File: config.mk
export PLATFORM = sky130hd
export DESIGN_NAME = forwarding_operand_unit
export DESIGN_NICKNAME = d
export VERILOG_FILES = /design/src/rtl/forwarding_operand_unit.sv
export SDC_FILE = /design/constraint.sdc
export NUM_CORES = 1
export LEC_CHECK = 0
export CORE_ASPECT_RATIO = 1.5
export CORE_UTILIZATION = 42
export DETAILED_ROUTE_END_ITERATION = 10
export PLACE_DENSITY = 0.78
export SLEW_MARGIN = 40
export SYNTH_ARGS = -nofsm -noshare
export SYNTH_HDL_FRONTEND = slang
export SYNTH_SLANG_ARGS = --single-unit
File: constraint.sdc
create_clock -name clk -period 2.28 [get_ports clk]
set_clock_uncertainty 0.15 [all_clocks]
set_input_delay 0.456 -clock clk [delete_from_list [all_inputs] [get_ports clk]]
set_output_delay 0.456 -clock clk [all_outputs]
set_load 0.03 [all_outputs]
File: src/rtl/forwarding_operand_unit.sv
// EX-stage operand forwarding for NUM_OPS channels, EX/MEM over MEM/WB, XZR never forwarded, with per-channel stall hold.
// Zero-cycle combinational path in LIVE; in HOLD the outputs come from registers only. Optional counters under FWD_PERF_CNT_EN.
// Backpressure: none; stall/flush from the ID/EX control decide capture and release of the hold registers.
module forwarding_operand_unit #(
    parameter int DATA_W     = 64,
    parameter int NUM_OPS    = 2,
    parameter int REG_ADDR_W = 5
) (
    input  logic                          clk,
    input  logic                          rst_n,
    input  logic                          stall,
    input  logic                          flush,
    input  logic [NUM_OPS*REG_ADDR_W-1:0] idex_rs,
    input  logic [NUM_OPS*DATA_W-1:0]     idex_rdata,
    input  logic                          exmem_regwrite,
    input  logic [REG_ADDR_W-1:0]         exmem_rd,
    input  logic [DATA_W-1:0]             exmem_result,
    input  logic                          memwb_regwrite,
    input  logic [REG_ADDR_W-1:0]         memwb_rd,
    input  logic [DATA_W-1:0]             memwb_result,
    output logic [NUM_OPS*DATA_W-1:0]     operand,
    output logic [NUM_OPS*2-1:0]          fwd_sel,
    output logic [NUM_OPS-1:0]            held
`ifdef FWD_PERF_CNT_EN
    ,
    output logic [NUM_OPS*64-1:0]         perf_cnt
`endif
);

    localparam logic [REG_ADDR_W-1:0] XZR = '1;

    typedef enum logic {LIVE = 1'b0, HOLD = 1'b1} hold_state_t;

    for (genvar g = 0; g < NUM_OPS; g++) begin : g_ch
        logic [REG_ADDR_W-1:0] w_rs;
        logic [DATA_W-1:0]     w_rdata;
        logic [1:0]            w_sel;
        logic [DATA_W-1:0]     w_live;
        hold_state_t           r_state;
        logic [DATA_W-1:0]     r_hold;

        assign w_rs    = idex_rs[g*REG_ADDR_W +: REG_ADDR_W];
        assign w_rdata = idex_rdata[g*DATA_W +: DATA_W];

        always_comb begin
            w_sel  = 2'b00;
            w_live = w_rdata;
            if (w_rs != XZR) begin
                if (exmem_regwrite && (exmem_rd == w_rs)) begin
                    w_sel  = 2'b10;
                    w_live = exmem_result;
                end else if (memwb_regwrite && (memwb_rd == w_rs)) begin
                    w_sel  = 2'b01;
                    w_live = memwb_result;
                end
            end
        end

        // Capture only on entry to HOLD so the value survives the producer draining out.
        always_ff @(posedge clk or negedge rst_n) begin
            if (!rst_n) begin
                r_state <= LIVE;
                r_hold  <= '0;
            end else begin
                case (r_state)
                    LIVE: begin
                        if (stall && !flush) begin
                            r_state <= HOLD;
                            r_hold  <= w_live;
                        end
                    end
                    HOLD: begin
                        if (!stall || flush) begin
                            r_state <= LIVE;
                        end
                    end
                    default: r_state <= LIVE;
                endcase
            end
        end

        assign held[g]                   = (r_state == HOLD);
        assign operand[g*DATA_W +: DATA_W] = (r_state == HOLD) ? r_hold : w_live;
        assign fwd_sel[g*2 +: 2]         = (r_state == HOLD) ? 2'b11 : w_sel;

`ifdef FWD_PERF_CNT_EN
        logic [31:0] r_cnt_exmem;
        logic [31:0] r_cnt_memwb;

        always_ff @(posedge clk or negedge rst_n) begin
            if (!rst_n) begin
                r_cnt_exmem <= '0;
                r_cnt_memwb <= '0;
            end else if ((r_state == LIVE) && !stall) begin
                if ((w_sel == 2'b10) && (r_cnt_exmem != 32'hFFFF_FFFF)) begin
                    r_cnt_exmem <= r_cnt_exmem + 32'd1;
                end
                if ((w_sel == 2'b01) && (r_cnt_memwb != 32'hFFFF_FFFF)) begin
                    r_cnt_memwb <= r_cnt_memwb + 32'd1;
                end
            end
        end

        assign perf_cnt[g*64 +: 64] = {r_cnt_exmem, r_cnt_memwb};
`endif
    end

endmodule

==> results of run 1 <==
==> kinds of logic after synthesis <==
| family | after synthesis | synth area share |
|---|---|---|
| mux | 128 | 0.108 |
| compound gates | 594 | 0.358 |
| flops | 130 | 0.275 |
| xor+xnor | 20 | 0.0148 |
| buf+inv | 173 | 0.0646 |
| simple gates | 434 | 0.179 |
==> metal layers <==
metal | track usage | GRT overflow
met4 | 1.20 | 611
met3 | 0.786 | 21
met1 | 0.911 | 26
met5 | 0.411 | 0
met2 | 1.33 | 1975
==> per-stage QoR <==
| stage | TNS, ns | worst slack (ns) | hold slack, ns | std cells | instance area (µm²) |
|---|---|---|---|---|---|
| 2_1_floorplan | -29.41 | -0.283 | 0.0104 | 1479 | 13700 |
| 3_3_place_gp | -252.37 | -1.38 | 0.246 | 2434 | 20600 |
| 3_5_place_dp | -263.90 | -1.45 | 0.250 | 2434 | 20600 |
| 4_1_cts | -75.69 | -0.669 | 0.356 | 2576 | 24700 |
==> timing repair <==
item	CTS
hold buffers	1
cloned	20
hold endpoints to repair	34
pin swaps	61
resized for setup	612
endpoints found under the setup margin	261
setup buffers	98
==> run metrics, run 1 <==
GP Congestion=0.993; Syn Nets=1761; Max clock buf depth=2; most frequent cell after synthesis=o22ai_1; Post-Syn Area=0.0118 mm²; #FFs+latches synth=130; DPL Wire Length=44900 µm; cell taking the most area after synthesis=dfrtp_1; Mapped Cells=1479; EDFF count, synth=0; TritonCTS Buffers=17; top area cells in the synthesized netlist=dfrtp_1, mux2i_1, a311oi_1, o22ai_1, nor2_1; Error=[ERROR GRT-0232] Routing congestion too high. Check the congestion heatmap in the GUI.; last stage reached=global routing (5_1_grt); Netlist cell types=31; syn_area_per_cell=7.99 µm²; GRT Residual Overflow=2633; H-tree levels=4; status=stopped before the end; die height=207 µm; num ports=416; Synth Flop Type=dfrtp_1; YS warnings=0; all-layer global routing usage=1.03; starting density of the core=0.431; post-synth top area share=0.275; clock root cell=clkbuf_16; Die Span X=139 µm; largest net degree at the start of global routing=44; TritonCTS Sinks=130; # rows=74; asr flop ratio synth=1.00; commonest cells in the netlist=o22ai_1, nor2_1, a311oi_1; PortBufs=415; register area share after synthesis=0.275
==> run 2, diff against run 1 <==
Settings changed: CORE_ASPECT_RATIO 1.5 to not set, CORE_UTILIZATION 42 to 33, PLACE_DENSITY 0.78 to not set, PLACE_DENSITY_LB_ADDON set to 0.15.
Clock period 2.28 ns to 3 ns, I/O delays scaled along.
==> run metrics, run 2 <==
dpl ws=-1.24 ns (was -1.45 ns); all-layer global routing usage=0.359; Worst setup SP type=primary input; share of layout cells above drive strength 1=0.447; Syn Nets=1761 (unchanged); starting density of the core=0.339 (was 0.431); Reg2Reg Capture Point=g_ch[0].r_hold[10]; clock root cell=clkbuf_16 (unchanged); R2R depth=5; failing checks=negative setup slack; number of global-route vias before repair=16508; delay of the slowest critical-path stage=0.29 ns; register with the most flip-flops=g_ch.r_hold; Hold WC Path Type=reg -> reg; Worst Path Required=2.25 ns; Routed Antenna Nets=0; commonest non-fill, non-tap cell in the layout=buf_4; Worst Path Max Fanout=7; CP top delay family=buffers and inverters; reg-to-reg slack, setup=0.72 ns; WS Path Type=in -> out; clock latency at the later pin of the worst-skew pair=0.43 ns; registers with the most flip-flops=g_ch.r_hold x128, g_ch.r_state x2; final worst setup slack=-0.275 ns; cell taking the most area after synthesis=dfrtp_1 (unchanged); CTS tree=built; TritonCTS Sinks=130 (unchanged); Mapped Cells=1479 (unchanged); syn_area_per_cell=7.99 µm² (unchanged); Final setup viols=127; EDFF count, synth=0 (unchanged); hold depth=2; Synth Flop Type=dfrtp_1 (unchanged); area grow syn2layout=114%; relative slew slack=0.532; Sw Ratio=0.359; Critical Path, Cell by Cell=buf_8, buf_6, xor2_1, nor4_1, and3_4, buf_12, buf_16, buf_16, mux2i_4, o22ai_4, buf_6; via/cell ratio=6.15; DP Area=0.0185 mm² (was 0.0206 mm²); drt total wl=69100 µm; largest net degree at the start of global routing=106; f_max=305 MHz; worst slew pin tran=0.702 ns; Post-Syn Area=0.0118 mm² (unchanged); DRC Markers=0; YS warnings=0 (unchanged); CP Buf/Inv Count=6; Static Leak=9.98 nW; GP Congestion=0.862 (was 0.993); PortBufs=415 (unchanged); commonest cells in the netlist=o22ai_1, nor2_1, a311oi_1 (unchanged); clock power share=0.258; Final Util=0.724; Net Sw Power=0.00298 W; top area cells in the synthesized netlist=dfrtp_1, mux2i_1, a311oi_1, o22ai_1, nor2_1 (unchanged); total iterations of the first detailed-routing run=5; #FFs+latches synth=130 (unchanged); most frequent cells in the layout=buf_4, clkdlybuf4s50_1, nor2_1; Hold EP=g_ch[1].r_hold[41]; GRT Residual Overflow=0; routed wire length per instance=25.7 µm; maxcap violations=0; pwr dens=329 mW/mm²; Die Area=0.0366 mm²; Die Span X=191 µm (was 139 µm); num ports=416 (unchanged); period utilization=1.09; TritonCTS Buffers=17 (unchanged); asr flop ratio synth=1.00 (unchanged); min Tclk post-route=3.28 ns; cell area after layout=0.0252 mm²; Critical Path AT=2.53 ns; hold_sp=g_ch[1].r_hold[41]; logic gate share of total power=0.478; H-tree levels=4 (unchanged); DPL Wire Length=37800 µm (was 44900 µm); drt initial violations=1521; Critical R2R Launch=g_ch[0].r_state; die height=191 µm (was 207 µm); Pint=0.00533 W; Netlist cell types=31 (unchanged); post-synth top area share=0.275 (unchanged); register area share after synthesis=0.275 (unchanged); CP max-delay cell=mux2i_4; Peak VDD IR=0.000415 V; Max clock buf depth=2 (unchanged); endpoints failing hold=0; RSZ-0062 raised after global routing=yes; status=finished, violations left (was stopped before the end); fin nets=2501; sequential power share=0.264; initial antenna violation count=2; first-pass GRT wire length=98000 µm; # rows=68 (was 74); number of flip-flops under the largest register name=128; Vias=16534; total core area=0.0349 mm²; CP endpoint kind=output pin; most frequent cell after synthesis=o22ai_1 (unchanged); clk slew on worst S/H paths=0.06 ns; Final Max Slew Viols=0
## run 2: cell counts after synthesis
Identical to the previous run, type by type.
## run 2: area by class of cell
| type | count | area (µm²) |
|---|---|---|
| clock inverters | 6 | 80.1 |
| well taps | 455 | 569 |
| diodes | 2 | 5.00 |
| inverters | 2 | 7.51 |
| repair buffers | 892 | 9620 |
| multi-input cells | 1176 | 11200 |
| flip-flops and latches | 130 | 3260 |
| fillers | 2424 | 9640 |
| clock buffers | 24 | 482 |
## run 2: how the worst max path moves through the flow
stage | start | end | slack, ns | cells past startpoint
3_3_place_gp | idex_rs[8] | operand[94] | -1.25 | 8
6_report | memwb_rd[4] | operand[40] | -0.28 | 11
5_1_grt | memwb_rd[4] | operand[40] | -0.36 | 11
2_1_floorplan | exmem_rd[4] | operand[18] | -0.06 | 8
4_1_cts | memwb_rd[0] | operand[47] | -0.27 | 11
3_5_place_dp | exmem_rd[2] | operand[94] | -1.24 | 8
## run 2: worst reg2reg max path, stage by stage, from the launching register on
cell and delay [ns]:
dfrtp_4 0.50, buf_12 0.27, nand2b_2 0.28, or3_2 0.51, buf_12 0.22, o22ai_1 0.27
## run 2: repair_timing
item | in CTS | in global routing
hold buffers | 1 | 0
gates resized for setup | 722 | 137
pin swaps | 67 | 45
setup buffers | 113 | 50
endpoints found under the hold margin | 4 | 0
endpoints found under the setup margin | 149 | 132
gates cloned | 36 | 4
## run 2: per-layer routing
layer | vias to the layer above | share of wire | global-route usage
li1 | 7203 | - | -
met1 | 8038 | 0.39 | 0.457
met2 | 1042 | 0.46 | 0.576
met3 | 251 | 0.097 | 0.0716
met4 | 0 | 0.056 | 0.177
met5 | - | 0 | 0
## run 2: stage by stage
stage	power [W]	cells	TNS, ns	hold slack (ns)
final	0.00831	2687	-20.06	0.370
after detailed placement	0.00510	2464	-104.69	0.360
after floorplan	0.00360	1479	-1.14	0.154
after CTS	0.00808	2639	-24.32	0.375
after global placement	0.00505	2464	-97.27	0.347
after global routing	0.00859	2687	-28.58	0.394
## run 2: power by group through the flow
stage	clock [W]	combinational, W	sequential [W]
floorplan	0	0.00143	0.00217
global placement	0	0.00285	0.00220
detailed placement	0	0.00288	0.00221
CTS	0.00215	0.00375	0.00218
global route	0.00222	0.00415	0.00222
finish	0.00215	0.00397	0.00219
## run 2: logic make-up after synthesis
| family | share of synthesized area |
|---|---|
| compound gates | 0.358 |
| xor+xnor | 0.0148 |
| buf+inv | 0.0646 |
| flops | 0.275 |
| mux | 0.108 |
| simple gates | 0.179 |
(Power assumes the default switching activity.)
==> variant (config.mk and constraints of run 2) <==
The option `FWD_PERF_CNT_EN` is turned on by a define.
--- a/src/rtl/forwarding_operand_unit.sv
+++ b/src/rtl/forwarding_operand_unit.sv
@@ -2,4 +2,6 @@
 // Zero-cycle combinational path in LIVE; in HOLD the outputs come from registers only. Optional counters under FWD_PERF_CNT_EN.
 // Backpressure: none; stall/flush from the ID/EX control decide capture and release of the hold registers.
+`define FWD_PERF_CNT_EN
+
 module forwarding_operand_unit #(
     parameter int DATA_W     = 64,
New outputs: perf_cnt. Function: not settled (the Yosys comparison gave no result); the edit may change what the design does.
==> variant against run 2 <==
Maximum frequency increased by 1.1%; sequential cell count increased by 128; routed wire length increased by 7.4%; design area increased by 13%; combinational power decreased by 7.8%; the flow still finishes with violations (negative setup slack); area after synthesis increased by 21%; worst setup slack improved by 0.037 ns; cell count increased by 8.7%; total power increased by 44%; highest routed layer is now met5; die area increased by 20%; critical path depth increased by 2.
==> variant: results <==
{
  "grt_usage_pct": 32.32,
  "crit_slowest_cell": "nor4_2",
  "async_reset_ff_share_pct": 100.0,
  "grt_max_degree": 73,
  "gp_congestion": 0.9059,
  "cts_inserted_buffers": 34,
  "synth_common_cells": "258 x dfrtp_1, 245 x o22ai_1, 183 x nand2_1, 132 x a21oi_1, 106 x o31ai_1",
  "drive_above_1_share_pct": 39.45,
  "synth_mux_area_share_pct": 0.3866,
  "ys_top_cells_by_area": "dfrtp_1 45%, o22ai_1 11%, xnor2_1 6.2%",
  "final_cells": 2920,
  "wl_per_cell_um": 25.41,
  "violations": "negative setup slack",
  "largestRegisters": "g_ch.r_hold x128, g_ch.r_cnt_exmem x64, g_ch.r_cnt_memwb x64",
  "status": "finished with violations",
  "cp_max_fo": 7,
  "synth_fa_ha_area_share_pct": 0.3515,
  "clk_pin_slew_ns": 0.06,
  "ir_drop_v": 0.0003668,
  "grt_pass1_vias": 17100,
  "max_slew_margin_pct": 53.22,
  "arrival_ns": 2.49,
  "syn-num-nets": 1849,
  "worstSkewPairLatency_ns": 0.54,
  "seq_area_frac_synth_pct": 45.34,
  "fin_nets": 2637,
  "top_layer_used": "met5",
  "p_leak_nw": 11.31,
  "place_area_um2": 23100,
  "ctsResizeCount": 540,
  "dp_cells": 2779,
  "cts_setup_buffers": 42,
  "drt_iter0_markers": 1241,
  "hold_buffers": 1,
  "timing.final.ws_setup_ns": -0.2381,
  "synth_compound_area_share_pct": 23.80,
  "wl_met1_um": 28740,
  "synthCells": 1563,
  "setup_viol_count_final": 129,
  "synth.distinct_cells": 56,
  "slowest_delay_ns": 0.24,
  "hpwl_um": 48760,
  "yosys_warnings": 0,
  "setup_tns_ns": -17.44,
  "numPortBuffers": 543,
  "drt-vias-per-instance": 5.777,
  "grt_pass1_wl_um": 107300,
  "crit_family": "buffers and inverters",
  "cts_buffer_depth": 3,
  "dr.pass1.iters": 5,
  "wl_met3_um": 6354,
  "cts_htree_levels": 2,
  "synthXorXnorAreaFrac_pct": 8.612,
  "dpl_worst_slack_ns": -0.7371,
  "wl_met2_um": 34940,
  "antenna_found_initial": 12
}
variant: where the power goes:
part / internal, mW / switching, mW / total (mW) / leakage [nW]
Combinational: 1.76 / 1.89 / 3.66 / 7.48
Sequential: 3.80 / 0.283 / 4.08 / 3.27
Clock: 2.59 / 1.64 / 4.23 / 0.557
variant: final timing paths:
| check | start | end | slack, ns | cells after the start |
|---|---|---|---|---|
| worst max-delay path | memwb_rd[4] | operand[28] | -0.24 | 13 |
| worst min-delay path | g_ch[0].r_hold[40]$_DFFE_PN0P_ | g_ch[0].r_hold[40]$_DFFE_PN0P_ | 0.32 | 2 |
| worst max register to register | g_ch[1].r_cnt_memwb[0]$_DFFE_PN0P_ | g_ch[1].r_cnt_memwb[26]$_DFFE_PN0P_ | 0.53 | 7 |
| worst min register to register | g_ch[0].r_hold[40]$_DFFE_PN0P_ | g_ch[0].r_hold[40]$_DFFE_PN0P_ | 0.32 | 2 |
| max in group asynchronous | rst_n | g_ch[1].r_hold[28]$_DFFE_PN0P_ | 1.36 | 3 |
| min in group asynchronous | rst_n | g_ch[1].r_cnt_exmem[2]$_DFFE_PN0P_ | 0.49 | 2 |
variant: layout make-up:
| type | count | area [um2] |
|---|---|---|
| Clock buffer | 56 | 1067 |
| Timing Repair Buffer | 867 | 9517 |
| Fill cell | 3143 | 13750 |
| Antenna cell | 6 | 15.01 |
| Tap cell | 539 | 674.4 |
| Inverter | 13 | 48.80 |
| Sequential cell | 258 | 6460 |
| Clock inverter | 4 | 70.07 |
| Multi-Input combinational cell | 1177 | 10620 |
variant: metal layers:
metal	global-route usage [%]	vias to the layer above
li1	-	7499
met1	39.40	8303
met2	52.27	818
met3	8.559	238
met4	17.17	12
met5	0	-
